===== src/rtl/axi_lite_apb_bridge_if.sv =====
// Bus bundle between the core's AXI-Lite master and the APB peripheral side.
// slave = the bridge's view; master = the core/peripheral environment view.
interface axi_lite_apb_bridge_if #(
    parameter int ADDR_W = 32,
    parameter int DATA_W = 32
);
    localparam int STRB_W = DATA_W / 8;

    logic [ADDR_W-1:0] AWADDR;
    logic              AWVALID;
    logic              AWREADY;
    logic [DATA_W-1:0] WDATA;
    logic [STRB_W-1:0] WSTRB;
    logic              WVALID;
    logic              WREADY;
    logic [1:0]        BRESP;
    logic              BVALID;
    logic              BREADY;
    logic [ADDR_W-1:0] ARADDR;
    logic              ARVALID;
    logic              ARREADY;
    logic [DATA_W-1:0] RDATA;
    logic [1:0]        RRESP;
    logic              RVALID;
    logic              RREADY;
    logic [ADDR_W-1:0] PADDR;
    logic              PSEL;
    logic              PENABLE;
    logic              PWRITE;
    logic [DATA_W-1:0] PWDATA;
    logic [STRB_W-1:0] PSTRB;
    logic [DATA_W-1:0] PRDATA;
    logic              PREADY;
    logic              PSLVERR;

    modport slave (
        input  AWADDR, AWVALID, WDATA, WSTRB, WVALID, BREADY,
        input  ARADDR, ARVALID, RREADY,
        input  PRDATA, PREADY, PSLVERR,
        output AWREADY, WREADY, BRESP, BVALID,
        output ARREADY, RDATA, RRESP, RVALID,
        output PADDR, PSEL, PENABLE, PWRITE, PWDATA, PSTRB
    );

    modport master (
        output AWADDR, AWVALID, WDATA, WSTRB, WVALID, BREADY,
        output ARADDR, ARVALID, RREADY,
        output PRDATA, PREADY, PSLVERR,
        input  AWREADY, WREADY, BRESP, BVALID,
        input  ARREADY, RDATA, RRESP, RVALID,
        input  PADDR, PSEL, PENABLE, PWRITE, PWDATA, PSTRB
    );
endinterface


===== src/rtl/axi_lite_apb_bridge.sv =====
// AXI4-Lite slave to APB master bridge: one transfer at a time, read/write
// alternation on ties, PREADY timeout forcing SLVERR.
module axi_lite_apb_bridge #(
    parameter int ADDR_W         = 32,
    parameter int DATA_W         = 32,
    parameter int TIMEOUT_CYCLES = 255
) (
    input  logic                  aclk,
    input  logic                  areset_n,
    axi_lite_apb_bridge_if.slave  bus,
    output logic [2:0]            bridge_state
);
    localparam int STRB_W = DATA_W / 8;
    // Counter only has to reach TIMEOUT_CYCLES-1; the abort fires on that wait cycle.
    localparam int CNT_W = (TIMEOUT_CYCLES > 1) ? $clog2(TIMEOUT_CYCLES) : 1;
    localparam logic [CNT_W-1:0] TIMEOUT_LAST = CNT_W'(TIMEOUT_CYCLES - 1);

    typedef enum logic [1:0] {
        S_IDLE   = 2'd0,
        S_SETUP  = 2'd1,
        S_ACCESS = 2'd2,
        S_RESP   = 2'd3
    } state_t;

    state_t            state_reg, state_next;
    logic [ADDR_W-1:0] paddr_reg;
    logic [DATA_W-1:0] pwdata_reg;
    logic [STRB_W-1:0] pstrb_reg;
    logic              pwrite_reg;
    logic [1:0]        resp_reg;
    logic [DATA_W-1:0] rdata_reg;
    logic              last_was_write_reg;
    logic [CNT_W-1:0]  wait_cnt_reg;

    logic write_cand, read_cand;
    logic grant_write, grant_read;
    logic access_done, access_timeout;

    assign write_cand = bus.AWVALID && bus.WVALID;
    assign read_cand  = bus.ARVALID;

    always_ff @(posedge aclk or negedge areset_n) begin
        if (!areset_n) begin
            state_reg <= S_IDLE;
        end else begin
            state_reg <= state_next;
        end
    end

    always_comb begin
        state_next     = state_reg;
        grant_write    = 1'b0;
        grant_read     = 1'b0;
        access_done    = 1'b0;
        access_timeout = 1'b0;
        case (state_reg)
            S_IDLE: begin
                // Readies are combinational, so gate them with reset explicitly.
                if (areset_n) begin
                    if (read_cand && (!write_cand || last_was_write_reg)) begin
                        grant_read = 1'b1;
                    end else if (write_cand) begin
                        grant_write = 1'b1;
                    end
                end
                if (grant_read || grant_write) begin
                    state_next = S_SETUP;
                end
            end
            S_SETUP: state_next = S_ACCESS;
            S_ACCESS: begin
                if (bus.PREADY) begin
                    access_done = 1'b1;
                    state_next  = S_RESP;
                end else if ((TIMEOUT_CYCLES != 0) && (wait_cnt_reg == TIMEOUT_LAST)) begin
                    access_timeout = 1'b1;
                    state_next     = S_RESP;
                end
            end
            S_RESP: begin
                if (pwrite_reg ? bus.BREADY : bus.RREADY) begin
                    state_next = S_IDLE;
                end
            end
            default: state_next = S_IDLE;
        endcase
    end

    always_ff @(posedge aclk or negedge areset_n) begin
        if (!areset_n) begin
            paddr_reg          <= '0;
            pwdata_reg         <= '0;
            pstrb_reg          <= '0;
            pwrite_reg         <= 1'b0;
            resp_reg           <= 2'b00;
            rdata_reg          <= '0;
            last_was_write_reg <= 1'b0;
            wait_cnt_reg       <= '0;
        end else begin
            if (grant_write) begin
                paddr_reg          <= bus.AWADDR;
                pwdata_reg         <= bus.WDATA;
                pstrb_reg          <= bus.WSTRB;
                pwrite_reg         <= 1'b1;
                last_was_write_reg <= 1'b1;
            end else if (grant_read) begin
                paddr_reg          <= bus.ARADDR;
                pstrb_reg          <= '0;
                pwrite_reg         <= 1'b0;
                last_was_write_reg <= 1'b0;
            end

            if (grant_write || grant_read) begin
                wait_cnt_reg <= '0;
            end else if (state_reg == S_ACCESS && !bus.PREADY) begin
                wait_cnt_reg <= wait_cnt_reg + CNT_W'(1);
            end

            if (access_done) begin
                resp_reg <= bus.PSLVERR ? 2'b10 : 2'b00;
                if (!pwrite_reg) begin
                    rdata_reg <= bus.PRDATA;
                end
            end else if (access_timeout) begin
                resp_reg <= 2'b10;
                if (!pwrite_reg) begin
                    rdata_reg <= '0;
                end
            end
        end
    end

    assign bus.AWREADY = grant_write;
    assign bus.WREADY  = grant_write;
    assign bus.ARREADY = grant_read;
    assign bus.PADDR   = paddr_reg;
    assign bus.PWDATA  = pwdata_reg;
    assign bus.PSTRB   = pstrb_reg;
    assign bus.PWRITE  = pwrite_reg;
    assign bus.PSEL    = (state_reg == S_SETUP) || (state_reg == S_ACCESS);
    assign bus.PENABLE = (state_reg == S_ACCESS);
    assign bus.BVALID  = (state_reg == S_RESP) && pwrite_reg;
    assign bus.RVALID  = (state_reg == S_RESP) && !pwrite_reg;
    assign bus.BRESP   = resp_reg;
    assign bus.RRESP   = resp_reg;
    assign bus.RDATA   = rdata_reg;
    assign bridge_state = {1'b0, state_reg};
endmodule


===== src/flat_wrapper.sv =====
// flat-port wrapper written by rule: the top's interface ports become plain ports
module axi_lite_apb_bridge_flat 
#(
    parameter int ADDR_W         = 32,
    parameter int DATA_W         = 32,
    parameter int TIMEOUT_CYCLES = 255
)
  (aclk, areset_n, bridge_state, bus_AWADDR, bus_AWVALID, bus_WDATA, bus_WSTRB, bus_WVALID, bus_BREADY, bus_ARADDR, bus_ARVALID, bus_RREADY, bus_PRDATA, bus_PREADY, bus_PSLVERR, bus_AWREADY, bus_WREADY, bus_BRESP, bus_BVALID, bus_ARREADY, bus_RDATA, bus_RRESP, bus_RVALID, bus_PADDR, bus_PSEL, bus_PENABLE, bus_PWRITE, bus_PWDATA, bus_PSTRB);
  axi_lite_apb_bridge_if #(.ADDR_W(ADDR_W), .DATA_W(DATA_W)) bus_i ();
  input  logic aclk;
  input  logic areset_n;
  output logic [2:0] bridge_state;
  input wire logic [$bits(bus_i.AWADDR)-1:0] bus_AWADDR;
  input wire logic [$bits(bus_i.AWVALID)-1:0] bus_AWVALID;
  input wire logic [$bits(bus_i.WDATA)-1:0] bus_WDATA;
  input wire logic [$bits(bus_i.WSTRB)-1:0] bus_WSTRB;
  input wire logic [$bits(bus_i.WVALID)-1:0] bus_WVALID;
  input wire logic [$bits(bus_i.BREADY)-1:0] bus_BREADY;
  input wire logic [$bits(bus_i.ARADDR)-1:0] bus_ARADDR;
  input wire logic [$bits(bus_i.ARVALID)-1:0] bus_ARVALID;
  input wire logic [$bits(bus_i.RREADY)-1:0] bus_RREADY;
  input wire logic [$bits(bus_i.PRDATA)-1:0] bus_PRDATA;
  input wire logic [$bits(bus_i.PREADY)-1:0] bus_PREADY;
  input wire logic [$bits(bus_i.PSLVERR)-1:0] bus_PSLVERR;
  output wire logic [$bits(bus_i.AWREADY)-1:0] bus_AWREADY;
  output wire logic [$bits(bus_i.WREADY)-1:0] bus_WREADY;
  output wire logic [$bits(bus_i.BRESP)-1:0] bus_BRESP;
  output wire logic [$bits(bus_i.BVALID)-1:0] bus_BVALID;
  output wire logic [$bits(bus_i.ARREADY)-1:0] bus_ARREADY;
  output wire logic [$bits(bus_i.RDATA)-1:0] bus_RDATA;
  output wire logic [$bits(bus_i.RRESP)-1:0] bus_RRESP;
  output wire logic [$bits(bus_i.RVALID)-1:0] bus_RVALID;
  output wire logic [$bits(bus_i.PADDR)-1:0] bus_PADDR;
  output wire logic [$bits(bus_i.PSEL)-1:0] bus_PSEL;
  output wire logic [$bits(bus_i.PENABLE)-1:0] bus_PENABLE;
  output wire logic [$bits(bus_i.PWRITE)-1:0] bus_PWRITE;
  output wire logic [$bits(bus_i.PWDATA)-1:0] bus_PWDATA;
  output wire logic [$bits(bus_i.PSTRB)-1:0] bus_PSTRB;
  assign bus_i.AWADDR = bus_AWADDR;
  assign bus_i.AWVALID = bus_AWVALID;
  assign bus_i.WDATA = bus_WDATA;
  assign bus_i.WSTRB = bus_WSTRB;
  assign bus_i.WVALID = bus_WVALID;
  assign bus_i.BREADY = bus_BREADY;
  assign bus_i.ARADDR = bus_ARADDR;
  assign bus_i.ARVALID = bus_ARVALID;
  assign bus_i.RREADY = bus_RREADY;
  assign bus_i.PRDATA = bus_PRDATA;
  assign bus_i.PREADY = bus_PREADY;
  assign bus_i.PSLVERR = bus_PSLVERR;
  assign bus_AWREADY = bus_i.AWREADY;
  assign bus_WREADY = bus_i.WREADY;
  assign bus_BRESP = bus_i.BRESP;
  assign bus_BVALID = bus_i.BVALID;
  assign bus_ARREADY = bus_i.ARREADY;
  assign bus_RDATA = bus_i.RDATA;
  assign bus_RRESP = bus_i.RRESP;
  assign bus_RVALID = bus_i.RVALID;
  assign bus_PADDR = bus_i.PADDR;
  assign bus_PSEL = bus_i.PSEL;
  assign bus_PENABLE = bus_i.PENABLE;
  assign bus_PWRITE = bus_i.PWRITE;
  assign bus_PWDATA = bus_i.PWDATA;
  assign bus_PSTRB = bus_i.PSTRB;
  axi_lite_apb_bridge #(.ADDR_W(ADDR_W), .DATA_W(DATA_W), .TIMEOUT_CYCLES(TIMEOUT_CYCLES)) u_core (.aclk(aclk), .areset_n(areset_n), .bus(bus_i), .bridge_state(bridge_state));
endmodule

===== config.mk =====
export PLATFORM = sky130hd
export DESIGN_NAME = axi_lite_apb_bridge_flat
export DESIGN_NICKNAME = d
export VERILOG_FILES = /design/src/rtl/axi_lite_apb_bridge_if.sv /design/src/rtl/axi_lite_apb_bridge.sv /design/src/flat_wrapper.sv
export SDC_FILE = /design/constraint.sdc
export NUM_CORES = 1
export LEC_CHECK = 0
export BUFFER_PORTS_ARGS = -buffer_cell sky130_fd_sc_hd__buf_2
export CAP_MARGIN = 30
export CORE_MARGIN = 8
export CORE_UTILIZATION = 41
export DETAILED_ROUTE_END_ITERATION = 6
export PLACE_DENSITY_LB_ADDON = 0.05
export SLEW_MARGIN = 10
export SYNTH_ARGS = -nofsm -noshare
export SYNTH_HDL_FRONTEND = slang
export SYNTH_SLANG_ARGS = --single-unit

===== constraint.sdc =====
create_clock -name aclk -period 1.6 [get_ports aclk]
set_clock_uncertainty 0.2 [all_clocks]
set_input_delay 0.08 -clock aclk [delete_from_list [all_inputs] [get_ports aclk]]
set_output_delay 0.08 -clock aclk [all_outputs]
set_load 0.01 [all_outputs]

After elaboration in Yosys (flattened, before gate mapping). Cells that the tools add are included.

Equality and inequality tests: 7. $add $sub $neg: 1. Reduce and logical (&&, ||, !) cells: 18. Muxes and demuxes: 35. Bitwise gates (word level): 1.

Operators by type and width (number): $mux 32 (6); $mux 1 (17); $mux 8 (2); $mux 2 (7); $add 8x1->8 const B (1); $eq 8x8->1 const B (1); $mux 4 (2); $pmux 2 s4 (1); $reduce_bool 2->1 (3); $logic_and 1x1->1 (5); $eq 2x2->1 const B (2); $logic_or 1x1->1 (4); $ne 2x1->1 const B (2); $logic_not 1->1 (3); $ne 3x2->1 const B (1); $reduce_and 3->1 (1); $eq 2x1->1 const B (1); $logic_not 2->1 (1); $reduce_and 2->1 (1); $not 1->1 (1).

Flip-flop bits (word level): 113. Input bits: 141.

Logic depth before layout (Yosys ltp). Gate-level depths: netlist of the first run.

Depth in word-level cells: 10. Gate-level depth with buffers: 10. Mapped depth without buffers: 7.

Worst setup path after synthesis of the first run. No wires, ideal clock.

Kind: register to register. Start point: register u_core.state_reg[0]. End point: register u_core.state_reg[1]. Data arrival time: 1.580 ns. Cell stages (with the launch flop): 8. Setup slack: -0.308 ns. Data required time: 1.272 ns. Path buffers: 1. Cells stage by stage: dfrtp_1 > inv_1 > ha_1 > nor2b_1 > buf_2 > o21ai_1 > nand3_1 > mux2_1.

Cells in the longest elaborated chain, start to end: 3. Elaborated cells between the ends (all ways): 9. Those cells by class: 6 x eq/ne; 1 x mux; 2 x reduce/logical.

RTL lines: from (decl) (RTL line axi_lite_apb_bridge.sv:25) `state_t state_reg, state_next;`; from (signal assigned) (RTL line axi_lite_apb_bridge.sv:46) `state_reg <= state_next;`; $eq 2x2->1 *; via bus_PENABLE (RTL line flat_wrapper.sv:35) `output wire logic [$bits(bus_i.PENABLE)-1:0] bus_PENABLE;`; $ne 3x2->1 (no line); $reduce_and 3->1 (no line).

The timed path passes the listed nets; every way through them passes the cells marked *. A chain may end at the register's enable or synchronous reset.

Worst setup path in the final report of the first run.
Start point: register u_core.state_reg[0]. End point: output bus_WREADY.

Cells in the longest elaborated chain, start to end: 2.

RTL lines: $logic_not 2->1 (RTL line axi_lite_apb_bridge.sv:56) `case (state_reg)`; $mux 1 (RTL line axi_lite_apb_bridge.sv:56); to (decl) (RTL line flat_wrapper.sv:26) `output wire logic [$bits(bus_i.WREADY)-1:0] bus_WREADY;`.

Every way passes these cells.

==> results of run 1 <==
[Yosys cell counts, drive strengths merged (2+ instances only)]
library cell / n / area, um^2
nor2b: 3 / 18.8
and2: 2 / 12.5
nor2: 43 / 161
inv: 6 / 22.5
a22o: 36 / 315
ha: 5 / 62.6
buf: 28 / 209
and3: 2 / 12.5
nand4: 4 / 25.0
a31oi: 32 / 382
nand3: 2 / 10.0
clkbuf: 7 / 26.3
xnor2: 2 / 17.5
o21ai: 3 / 15.0
dfrtp: 112 / 2800
xor2: 5 / 43.8
nand2: 169 / 634
[cell type report]
type	instances	share of cell area (%)
Timing Repair Buffer	447	38.8
Sequential cell	112	32.3
Tap cell	147	2.12
Inverter	6	0.317
Multi-Input combinational cell	321	23.3
Clock inverter	2	0.158
Clock buffer	14	3.04
[placed cells by master, fill, tap and decap left out, types with 12 or more instances in the layout]
cell type / count
dlygate4sd3_1: 137
dfrtp_1: 111
buf_2: 247
a22o_1: 36
nor2_1: 22
nand2_1: 161
buf_6: 17
buf_4: 30
nor2_2: 18
clkbuf_16: 12
a31oi_2: 29
[per-layer routing]
layer	global-route usage [%]	share of wire (%)	up-vias
met4	12.8	3.6	0
met5	0	0	-
met3	6.50	6.7	47
met2	41.5	50	262
met1	27.0	40	2589
li1	-	-	2411
[power breakdown]
group	leakage (uW)	internal, uW	total [uW]	switching [uW]
registers	0.00140	4160	4960	797
logic	0.00290	3220	6370	3140
clock network	0.000137	1150	2140	991
[tightest hold or removal path, cell delays in order]
cell and delay [ns]:
buf_4 0.14, inv_1 0.05, o21ai_0 0.10, nand3_2 0.11
a22oi_2 0.08
[cell families (layout without fill, tap and decap cells)]
group | count (synthesis) | count (layout) | share of synthesized area (%)
simple gates | 226 | 226 | 18.1
flops | 112 | 112 | 57.5
compound gates | 78 | 78 | 16.1
buf+inv | 41 | 469 | 5.29
xor+xnor | 7 | 7 | 1.26
fa+ha+maj | 5 | 5 | 1.28
mux | 2 | 2 | 0.436
other cells | 1 | 3 | 0.0769
[path summary, 6_finish.rpt]
path	from	endpoint	slack, ns
min in group asynchronous	areset_n	u_core.bus.PADDR[31]	0.16
max	u_core.state_reg[0]	bus_WREADY	-0.26
min reg2reg	u_core.bus.PWDATA[27]	u_core.bus.PWDATA[27]	0.27
max reg2reg	u_core.state_reg[0]	u_core.bus.PADDR[3]	-0.26
min	areset_n	u_core.state_reg[0]	0.05
max in group asynchronous	areset_n	u_core.bus.PADDR[26]	0.24
[per-stage QoR]
stage | util (%) | total power [uW] | instance area, um^2 | setup WS, ns
after floorplan | - | 7880 | 4960 | -0.176
after global placement | 54.9 | 10200 | 6490 | -0.179
after detailed placement | 55.1 | 10300 | 6510 | -0.226
after CTS | 73.3 | 13400 | 8660 | -0.310
after global routing | 73.6 | 14300 | 8690 | -0.344
final | 73.6 | 13500 | 8690 | -0.261
[timing repair]
action / 4_1_cts / 5_1_grt
cloned: 7 / 2
pin swaps: 6 / 41
hold endpoints to repair: 174 / 0
resized for setup: 53 / 30
hold buffers: 137 / 0
setup endpoints to repair: 115 / 118
setup buffers: 15 / 10
==> results.md, run 1 <==
- Outcome: finished with violations
- Failing checks: negative setup slack
- Port Buffers: 252
- R2R depth: 8
- Clock Sinks: 112
- Routability cong.: 0.786
- Slowest CP cell: dfrtp_1
- Final Non-Filler Cells: 1049
- Die Area: 0.0156 mm^2
- Ys flop type: dfrtp_1
- Post-Place Cells: 872
- Worst-Skew Late Latency: 0.35 ns
- Synth Register Bits: 112
- VDD IR max: 0.712 mV
- Worst path bufs/invs: 4
- Clk slew on worst S/H paths: 0.07 ns
- First-pass GRT wire length: 30.3 mm
- Sequential-to-total area share from yosys stat: 57.5%
- Clock buffer depth: 2
- # IOs: 256
- Setup TNS: -18.69 ns
- Via Count: 5309
- RSZ-0062 raised after global routing: true
- Fin Hold WS: 0.0501 ns
- TritonCTS clock tree: built
- Async set-reset flop share out of synthesis: 100%
- Starting DRT DRC Count: 282
- Critical-path cell list: inv_2, ha_4, nand2_2, a211o_4, clkinv_4, buf_12, buf_6
- Crit path depth: 7
- Max_cap viols: 0
- Critical path arrival: 1.58 ns
- Final Hold Viols: 0
- Core box area: 0.0118 mm^2
- Syn-to-layout area delta: 78.2%
- Total gr overflow: 0
- Mapped Avg Cell Area: 10.3 um^2
- Vias in the first global route: 5755
- Root buf cell: clkbuf_16
- Cell leakage power: 0.00443 uW
- Filler cell count: 818
- Dpl hpwl: 11.6 mm
- Final setup fails: 113
- CP peak stage delay: 0.40 ns
- Yosys cell types: 33
- Final setup margin: -0.261 ns
- Routed wire per std cell: 18.4 um
- Max H-tree Level: 3
- Register area: 0.00280 mm^2
- Initial antenna violation count: 0
- Mapped Cells: 472
- Ys Warns: 0
- Worst Max-Slew Pin Slew: 0.585 ns
- CP delay by family, top: flip-flops
- Worst Hold Depth: 5
- Startpoint types: register
- Max frequency: 0.537 GHz
- Antenna Nets Post-Route: 0
- Number of flops mapped to enable cells by yosys: 0
- Gr usage total: 24.2%
- Ant. Diodes: 0
- Min-Delay Path Class: in2reg
- Routed vias/inst: 5.06
- Core Rows: 40
- DRC Markers: 0
- Wirelength, routed: 19.3 mm
- Crit path kind: reg2out
- CP required: 1.32 ns
- Area of the multi-input gates: 0.00203 mm^2
- Initial core utilization: 41.3%
- Pin count of the biggest net entering global routing: 47
- Layout cells sized above 1: 44.5%
- Final critical-path required period: 1.86 ns
- Pre-antenna DRT Iters: 6
- Synthesized area: 0.00488 mm^2
- DIE WIDTH: 125 um
- Final worst-path cycle share: 116%
- Worst-path maximum fanout: 4
- Critical Path Sink Type: primary output
- Slew HR: 61.0%
- PwrDens: 1550 mW/mm^2
- Nets: 1043
- TritonCTS buffer count: 9
- Slew Limit Fails: 0
- Die height: 125 um
(Power assumes the default switching activity.)
==> run 2, diff against run 1 <==
ABC_AREA = 1   (was not set)
CORE_UTILIZATION = 42   (was 41)
==> results.md, run 2 <==
- Outcome: finished with violations
- Failing checks: negative setup slack
- Routability cong.: 0.841
- Final critical-path required period: 1.85 ns
- Core box area: 0.0121 mm^2
- Dpl hpwl: 12.4 mm
- Die height: 127 um
- Synth top area share: 53.7%
- Number of flops mapped to enable cells by yosys: 0
- Yosys cell types: 26
- CP peak stage delay: 0.42 ns
- Pin count of the biggest net entering global routing: 56
- Max H-tree Level: 3
- DIE WIDTH: 127 um
- DRC Markers: 0
- Mapped Cells: 674
- Slowest CP cell: dfrtp_1
- Leading cell types in the layout, fill and taps excluded: nand2_1, buf_2, dlygate4sd3_1, dfrtp_1, inv_1
- TritonCTS clock tree: built
- Nets: 1257
- Final setup fails: 116
- Root buf cell: clkbuf_16
- Most common cell after layout, fill and taps aside: nand2_1
- Routed wire per std cell: 16.9 um
- Final setup margin: -0.254 ns
- # IOs: 256
- Ant. Diodes: 0
- Final Non-Filler Cells: 1284
- First-pass GRT wire length: 32.2 mm
- Synthesized area: 0.00522 mm^2
- Clk slew on worst S/H paths: 0.07 ns
- Startpoint types: register
- VDD IR max: 0.947 mV
- Die Area: 0.0163 mm^2
- Crit path kind: reg2out
- Synth area leaders: dfrtp_1, nand2_1, inv_1
- Final worst-path cycle share: 116%
- Worst-Skew Late Latency: 0.35 ns
- Async set-reset flop share out of synthesis: 100%
- Port Buffers: 252
- Worst-path maximum fanout: 2
- Mapped Avg Cell Area: 7.75 um^2
- Routed vias/inst: 4.82
- CP required: 1.32 ns
- Min-Delay Path Class: in2reg
- Starting DRT DRC Count: 360
- Wirelength, routed: 21.6 mm
- Cell leakage power: 0.00539 uW
- Pre-antenna DRT Iters: 4
- Antenna Nets Post-Route: 0
- Worst path bufs/invs: 5
- Total gr overflow: 0
- Syn-to-layout area delta: 87.7%
- CP delay by family, top: buffers and inverters
- Gr usage total: 24.6%
- Core Rows: 40
- Most common cell in the netlist: nand2_1
- Slew Limit Fails: 0
- Clock Sinks: 112
- Via Count: 6193
- Initial core utilization: 43.3%
- Top post-synthesis cells by count: nand2_1, dfrtp_1, inv_1, nand3_1, nand4_1
- Layout cells sized above 1: 41.1%
- Vias in the first global route: 6603
- Final Hold Viols: 0
- Critical-path cell list: buf_4, buf_6, ha_4, inv_1, nor2_2, buf_4, buf_2
- Max_cap viols: 0
- Critical path arrival: 1.57 ns
- Ys Warns: 0
- Clock buffer depth: 2
- Ys flop type: dfrtp_1
- CP most frequent cell: buf_4
- Post-Place Cells: 1097
- Leading area contributor after synthesis: dfrtp_1
- PwrDens: 1510 mW/mm^2
- TritonCTS buffer count: 9
- Synth Register Bits: 112
- Filler cell count: 751
- Sequential-to-total area share from yosys stat: 53.7%
- RSZ-0062 raised after global routing: true
- Critical Path Sink Type: primary output
- Initial antenna violation count: 0
- Pre-CTS setup slack: -0.124 ns
- Max frequency: 0.539 GHz
## run 2: cell count changes after synthesis, moves of 7 or more
| cell | change |
|---|---|
| buf_6 | -7 |
| inv_1 | +74 |
| clkbuf_1 | +11 |
| a31oi_2 | -29 |
| nand4_1 | +31 |
| nand2_1 | +160 |
| nor2_1 | -26 |
| a22o_1 | -36 |
| nand3_1 | +38 |
## run 2: kinds of logic after synthesis
group	count (synthesis)	share of synthesized area (%)
xor gates and xnor gates	5	0.839
adders and majority gates	5	1.20
buffers and inverters	119	9.49
AOI/OAI and AO/OA	5	0.743
other	1	0.0718
DFF	112	53.7
and+or+nand+nor	427	34.0
## run 2: area by class of cell
| type | count | area (um^2) | share of cell area (%) |
|---|---|---|---|
| Clock buffer | 12 | 246 | 2.51 |
| Timing Repair Buffer | 463 | 3710 | 37.9 |
| Sequential cell | 112 | 2800 | 28.6 |
| Clock inverter | 4 | 53.8 | 0.549 |
| Tap cell | 168 | 210 | 2.14 |
| Multi-Input combinational cell | 445 | 2460 | 25.1 |
| Inverter | 80 | 318 | 3.24 |
## run 2: final timing paths
path	cells after the start	startpoint	end	slack [ns]
worst max-delay path	7	u_core.state_reg[0]	bus_RVALID	-0.25
worst min-delay path	5	areset_n	u_core.state_reg[0]	0.03
worst max register to register	11	u_core.wait_cnt_reg[0]	u_core.bus.RDATA[13]	-0.22
worst min register to register	2	u_core.bus.PADDR[7]	u_core.bus.PADDR[7]	0.28
max in group asynchronous	3	areset_n	u_core.bus.PWDATA[27]	0.30
min in group asynchronous	3	areset_n	u_core.bus.PADDR[0]	0.46
## run 2: power by group
| group | internal, uW | switching (uW) |
|---|---|---|
| registers | 4100 | 939 |
| logic | 3620 | 3840 |
| clock network | 1260 | 1040 |
| total | 8980 | 5810 |
## run 2: layer usage
layer  track usage (%)  part of all wire [%]  vias up
met4              12.6                   4.2        0
met1              27.0                    38     2940
met5                 0                     0        -
li1                  -                     -     2925
met3              7.24                   7.9       67
met2              42.3                    50      261
## run 2: tightest hold or removal path, cell delays in order
cell     delay [ns]
buf_6          0.11
nand2_1        0.09
nand3_4        0.11
nand3_2        0.07
nand2_1        0.07
## run 2: stage by stage
step	TNS [ns]	instance area (um^2)	hold WS (ns)	util, %	total power, uW
after floorplan	-1.36	5310	-0.416	-	7470
after global placement	-3.08	6960	-0.0263	57.7	9970
after detailed placement	-7.65	6960	-0.0242	57.7	10100
after CTS	-11.67	9350	0.00843	77.5	13900
after global routing	-24.91	9800	0.0818	81.3	15700
final	-18.46	9800	0.0298	81.3	14800
## run 2: what timing repair did
action / CTS / global route
hold buffers: 137 / 0
endpoints found under the hold margin: 214 / 0
pin swaps: 19 / 34
gates cloned: 8 / 6
buffers inserted: 23 / 3
endpoints found under the setup margin: 116 / 168
gates resized for setup: 96 / 92
